===== src/rtl/fetch_pkg.sv =====
// Shared types and constants for the instruction fetch front end.
package fetch_pkg;

  typedef enum logic {
    FETCH = 1'b0,
    FLUSH = 1'b1
  } fetch_state_t;

  localparam int unsigned PC_STEP          = 4;
  localparam logic [31:0] DEFAULT_RESET_PC = 32'h0;

endpackage


===== src/rtl/sync_fifo.sv =====
// Single-clock FIFO holding {pc, instr} pairs; flush empties it in one cycle.
module sync_fifo #(
  parameter int W     = 64,
  parameter int DEPTH = 4
) (
  input  logic                     clk,
  input  logic                     rst,
  input  logic                     flush_i,
  input  logic                     wr_en_i,
  input  logic [W-1:0]             wr_data_i,
  input  logic                     rd_en_i,
  output logic [W-1:0]             rd_data_o,
  output logic                     empty_o,
  output logic                     full_o,
  output logic [$clog2(DEPTH):0]   count_o
);

  localparam int AW = $clog2(DEPTH);

  logic [W-1:0]  mem_q [DEPTH];
  logic [AW-1:0] wr_ptr_q, rd_ptr_q;
  logic [AW:0]   count_q;
  logic          do_wr, do_rd;

  assign empty_o = (count_q == '0);
  assign full_o  = (count_q == (AW+1)'(DEPTH));
  assign count_o = count_q;

  // A write into a full queue is legal when the head leaves in the same cycle.
  assign do_rd = rd_en_i && !empty_o;
  assign do_wr = wr_en_i && (!full_o || do_rd);

  assign rd_data_o = mem_q[rd_ptr_q];

  always_ff @(posedge clk) begin
    if (rst || flush_i) begin
      wr_ptr_q <= '0;
      rd_ptr_q <= '0;
      count_q  <= '0;
    end else begin
      if (do_wr) wr_ptr_q <= wr_ptr_q + AW'(1);
      if (do_rd) rd_ptr_q <= rd_ptr_q + AW'(1);
      count_q <= count_q + (AW+1)'(do_wr) - (AW+1)'(do_rd);
    end
  end

  always_ff @(posedge clk) begin
    if (do_wr && !flush_i && !rst) mem_q[wr_ptr_q] <= wr_data_i;
  end

endmodule


===== src/rtl/fetch_unit.sv =====
// Instruction fetch: credit-limited request issue, ordered response queue,
// and redirect handling that drains stale in-flight responses.
module fetch_unit
  import fetch_pkg::*;
#(
  parameter int          DW       = 32,
  parameter int          DEPTH    = 4,
  parameter logic [DW-1:0] RESET_PC = DW'(DEFAULT_RESET_PC)
) (
  input  logic          clk,
  input  logic          rst,
  input  logic          redirect,
  input  logic [DW-1:0] redirect_target,
  output logic          imem_req_valid,
  output logic [DW-1:0] imem_req_addr,
  input  logic          imem_req_ready,
  input  logic          imem_rsp_valid,
  input  logic [DW-1:0] imem_rsp_data,
  output logic          instr_valid,
  output logic [DW-1:0] instr,
  output logic [DW-1:0] instr_pc,
  input  logic          instr_ready
);

  localparam int CW = $clog2(DEPTH) + 1;

  fetch_state_t  state_q, state_d;
  logic [DW-1:0] fetch_pc_q, fetch_pc_d;
  logic [DW-1:0] oldest_pc_q, oldest_pc_d;
  logic [CW-1:0] outst_q, outst_d;
  logic [CW-1:0] stale_q, stale_d;

  logic [CW-1:0]   q_count;
  logic            q_empty, q_full;
  logic [2*DW-1:0] q_head;
  logic [CW:0]     inflight;
  logic [CW:0]     stale_sum;
  logic [DW-1:0]   target_aligned;
  logic            accept, rsp_keep, deq;
  logic            unused_ok;

  assign unused_ok      = ^{redirect_target[1:0], q_full};
  assign target_aligned = {redirect_target[DW-1:2], 2'b00};

  // Credit: every outstanding request owns a queue slot, so the queue cannot overflow.
  assign inflight = {1'b0, outst_q} + {1'b0, q_count};

  assign imem_req_valid = !rst && (state_q == FETCH) && !redirect
                          && (inflight < (CW+1)'(DEPTH));
  assign imem_req_addr  = fetch_pc_q;
  assign accept         = imem_req_valid && imem_req_ready;

  assign rsp_keep    = !rst && (state_q == FETCH) && imem_rsp_valid && !redirect;
  assign instr_valid = !rst && !q_empty;
  assign deq         = instr_valid && instr_ready && !redirect;

  assign instr_pc = instr_valid ? q_head[2*DW-1:DW] : '0;
  assign instr    = instr_valid ? q_head[DW-1:0]    : '0;

  sync_fifo #(
    .W     (2*DW),
    .DEPTH (DEPTH)
  ) u_queue (
    .clk       (clk),
    .rst       (rst),
    .flush_i   (redirect),
    .wr_en_i   (rsp_keep),
    .wr_data_i ({oldest_pc_q, imem_rsp_data}),
    .rd_en_i   (deq),
    .rd_data_o (q_head),
    .empty_o   (q_empty),
    .full_o    (q_full),
    .count_o   (q_count)
  );

  // Responses still owed at redirect time are stale; one arriving this cycle is already drained.
  always_comb begin
    stale_sum = {1'b0, stale_q} + {1'b0, outst_q};
    if (imem_rsp_valid && stale_sum != '0) stale_sum = stale_sum - (CW+1)'(1);
  end

  always_comb begin
    state_d     = state_q;
    fetch_pc_d  = fetch_pc_q;
    oldest_pc_d = oldest_pc_q;
    outst_d     = outst_q;
    stale_d     = stale_q;
    if (redirect) begin
      fetch_pc_d  = target_aligned;
      oldest_pc_d = target_aligned;
      outst_d     = '0;
      stale_d     = stale_sum[CW-1:0];
      state_d     = (stale_sum[CW-1:0] != '0) ? FLUSH : FETCH;
    end else begin
      case (state_q)
        FETCH: begin
          if (accept)   fetch_pc_d  = fetch_pc_q + DW'(PC_STEP);
          if (rsp_keep) oldest_pc_d = oldest_pc_q + DW'(PC_STEP);
          outst_d = outst_q + CW'(accept) - CW'(rsp_keep);
        end
        FLUSH: begin
          if (stale_q == '0) begin
            state_d = FETCH;
          end else if (imem_rsp_valid) begin
            stale_d = stale_q - CW'(1);
            if (stale_q == CW'(1)) state_d = FETCH;
          end
        end
        default: state_d = FETCH;
      endcase
    end
  end

  always_ff @(posedge clk) begin
    if (rst) begin
      state_q     <= FETCH;
      fetch_pc_q  <= RESET_PC;
      oldest_pc_q <= RESET_PC;
      outst_q     <= '0;
      stale_q     <= '0;
    end else begin
      state_q     <= state_d;
      fetch_pc_q  <= fetch_pc_d;
      oldest_pc_q <= oldest_pc_d;
      outst_q     <= outst_d;
      stale_q     <= stale_d;
    end
  end

endmodule


===== config.mk =====
export PLATFORM = sky130hd
export DESIGN_NAME = fetch_unit
export DESIGN_NICKNAME = d
export VERILOG_FILES = /design/src/rtl/fetch_pkg.sv /design/src/rtl/sync_fifo.sv /design/src/rtl/fetch_unit.sv
export SDC_FILE = /design/constraint.sdc
export NUM_CORES = 1
export LEC_CHECK = 0
export CORE_ASPECT_RATIO = 0.8
export CORE_MARGIN = 3
export CORE_UTILIZATION = 50
export CTS_BUF_LIST = sky130_fd_sc_hd__clkbuf_8
export CTS_CLUSTER_DIAMETER = 30
export DETAILED_ROUTE_END_ITERATION = 10
export PLACE_DENSITY = 0.71
export SYNTH_ARGS = -nofsm -noshare
export SYNTH_HDL_FRONTEND = slang
export SYNTH_SLANG_ARGS = --single-unit

===== constraint.sdc =====
create_clock -name clk -period 6.1 [get_ports clk]
set_clock_uncertainty 0.1 [all_clocks]
set_input_delay 1.525 -clock clk [delete_from_list [all_inputs] [get_ports clk]]
set_output_delay 1.525 -clock clk [all_outputs]
set_load 0.005 [all_outputs]

==> flow_summary.json <==
{
  "status": "finished, final reports clean",
  "synth_top_area_share_pct": 54.1,
  "dieHeight_um": 154,
  "worst_pin_slew_ns": 0.949,
  "switching_share_pct": 21.7,
  "worstSetupPathType": "primary input to primary output",
  "maxSlewHeadroom_pct": 36.7,
  "gp_congestion": 0.859,
  "via_count": 8572,
  "finalSetupViolations": 0,
  "cp-startpoint": "rst",
  "io_buffer_count": 161,
  "crit_fanout": 60,
  "multi_input_area_um2": 4480,
  "grt_pass1_wl_um": 47900,
  "worstReg2RegStart": "u_queue.count_o[2]$_SDFF_PP0_",
  "antennaDiodeCount": 0,
  "synth_edf_count": 248,
  "postCtsSetupBuffers": 0,
  "ios": 168,
  "clock_path_buffers": 3,
  "routed_wl_um": 30600,
  "cts_tree": "yes",
  "min_from": "imem_req_addr[31]$_SDFFE_PP0P_",
  "drt-pass1-iter-count": 5,
  "grt_pass1_vias": 8667,
  "initial_core_util_pct": 51.7,
  "grt_antenna_before_repair": 0,
  "synth_area_leaders": "edfxtp_1 54%, dfxtp_1 11%, mux4_2 10%",
  "remaining_drc_errors": 0,
  "final-seq-area_um2": 8970,
  "rows": 53,
  "rsz0062_at_grt": "no",
  "dieArea_um2": 29600,
  "clock_power_share_pct": 46.0,
  "core_area_um2": 26700,
  "leakage_nw": 5.75,
  "slew_viol_final": 0,
  "avgSynthCellArea_um2": 14.8,
  "post_drt_via_cell_ratio": 5.62,
  "async_flop_share_pct": 0,
  "cts_resized": 0,
  "wl_per_cell_um": 20.1,
  "endpoint_kind": "primary output",
  "power.density_nw_per_um2": 297,
  "fin_nets": 1211,
  "p_comb_share_pct": 5.3,
  "clock-root-buffer": "clkbuf_8",
  "syn-cell-area_um2": 13800,
  "drive_gt1_share_pct": 15.7,
  "synth_ff_type": "edfxtp_1",
  "ys_types": 58,
  "startpoint_type": "primary input",
  "fmax_ghz": 0.204,
  "dp_hpwl_um": 19700,
  "ir_worst_vdd_mv": 0.181,
  "nFillCells": 1934,
  "ys_ff_latch": 324,
  "ctsHoldBuffers": 0,
  "seqPwrFrac_pct": 48.7,
  "drv_cap": 0,
  "period_minus_slack_ns": 4.89,
  "syn_inst": 932,
  "internal_power_mw": 4.00,
  "final.period_utilization_pct": 80.2,
  "worstPathArrival_ns": 3.27,
  "tns_ns": 0,
  "finalPower_mw": 5.10,
  "syn_to_final_growth_pct": 24.7,
  "hold_ws_ns": 0.380,
  "cts_sinks": 324,
  "grt.total_usage_pct": 20.7,
  "ys_seq_area_share_pct": 65.1,
  "cp.required_ns": 4.47,
  "cts_made_buffers": 58,
  "p_sw_mw": 1.11,
  "hp-class": "flop to flop",
  "hold_viol": 0,
  "die_x_um": 192,
  "clock_latency_ns": 0.59,
  "antenna_left": 0,
  "grt_max_degree": 61,
  "grt_overflow_total": 0,
  "yosys.area.top_type": "edfxtp_1",
  "ys_warn_count": 0,
  "htree_num_levels": 2,
  "drt_iter0_drc": 602,
  "clk_pin_slew_ns": 0.05
}
-- final cells by class --
cell class                 count  area share (%)
clock buffer                  59            4.73
inverter                      35           0.765
sequential                   324            52.2
multi-input combinational    525            26.1
clock inverter                50            3.27
tap                          357            2.60
timing repair buffer         176            10.3
-- sequential cells by signal (all words and copies together), names as in the netlist, named ones only --
signal / cells
u_queue.mem_q: 248
stale_q: 3
oldest_pc_q: 30
outst_q: 3
u_queue.wr_ptr_q: 2
u_queue.count_o: 3
imem_req_addr: 30
state_q: 1
u_queue.rd_ptr_q: 2
-- synthesized netlist by cell type (all sizes together), types with 6 or more instances --
cell / number
a211oi: 9
a21boi: 27
a21oi: 32
and2: 71
and3: 10
and4: 14
buf: 21
clkbuf: 30
dfxtp: 76
edfxtp: 248
ha: 18
inv: 35
mux4: 62
nand2: 47
nand3: 21
nand4: 21
nor2: 43
nor3: 11
nor4: 16
o211ai: 6
o21ai: 10
xnor2: 32
xor2: 16
-- cells in the final DEF, fill, tap and decap left out, drive strengths merged, types with 6 or more instances in the layout --
cell           instances
edfxtp               248
clkdlybuf4s50        159
dfxtp                 76
and2                  71
mux4                  62
clkbuf                59
nand2                 47
inv                   45
nor2                  43
a21oi                 32
xnor2                 32
a21boi                27
nand4                 21
nand3                 21
clkinv                21
ha                    18
buf                   17
xor2                  16
nor4                  16
and4                  14
bufinv                12
nor3                  11
and3                  10
o21ai                 10
a211oi                 9
clkinvlp               7
o211ai                 6
-- stage by stage --
stage,cells,utilization (%),area [um2],setup slack (ns)
global route,1526,64.5,17200,1.09
CTS,1526,64.5,17200,1.17
global placement,1417,59.3,15800,1.20
floorplan,935,-,13800,1.50
finish,1526,64.5,17200,1.21
detailed placement,1417,59.3,15800,1.17
-- per-layer routing --
layer	vias to the layer above	global-route usage [%]	part of all wire, %
li1	3952	-	-
met1	4246	31.0	47
met2	330	31.3	45
met3	44	3.94	6.6
met4	0	5.90	1.7
met5	-	0	0
-- path summary, 6_finish.rpt --
check        cells past startpoint  slack, ns                              to
min reg2reg                      1       0.38  imem_req_addr[31]$_SDFFE_PP0P_
min                              1       0.38  imem_req_addr[31]$_SDFFE_PP0P_
max reg2reg                     11       2.95         outst_q[2]$_SDFFE_PP0N_
max                              5       1.21                    instr_pc[13]
-- logic make-up after synthesis --
group                      after synthesis  share of synthesized area, %
other                                    1                        0.0272
xor gates and xnor gates                48                          3.05
AOI/OAI and AO/OA                      112                          5.56
DFF                                    324                          65.1
and+or+nand+nor                        271                          11.0
muxes                                   69                          10.7
buffers and inverters                   86                          2.56
adders and majority gates               21                          2.07
-- critical path, stage by stage --
cell             delay, ns
buf_2                 0.20
nor2_4                0.19
buf_4                 0.52
and2_1                0.27
clkdlybuf4s50_1       0.52
-- power by group through the flow --
stage,registers (mW),logic [mW],clock network (mW)
after floorplan,2.51,0.145,0
after global placement,2.53,0.265,0
after detailed placement,2.53,0.270,0
after CTS,2.48,0.272,2.39
after global routing,2.49,0.299,2.50
final,2.48,0.272,2.34
No activity file was read; power rests on OpenSTA's default activity.
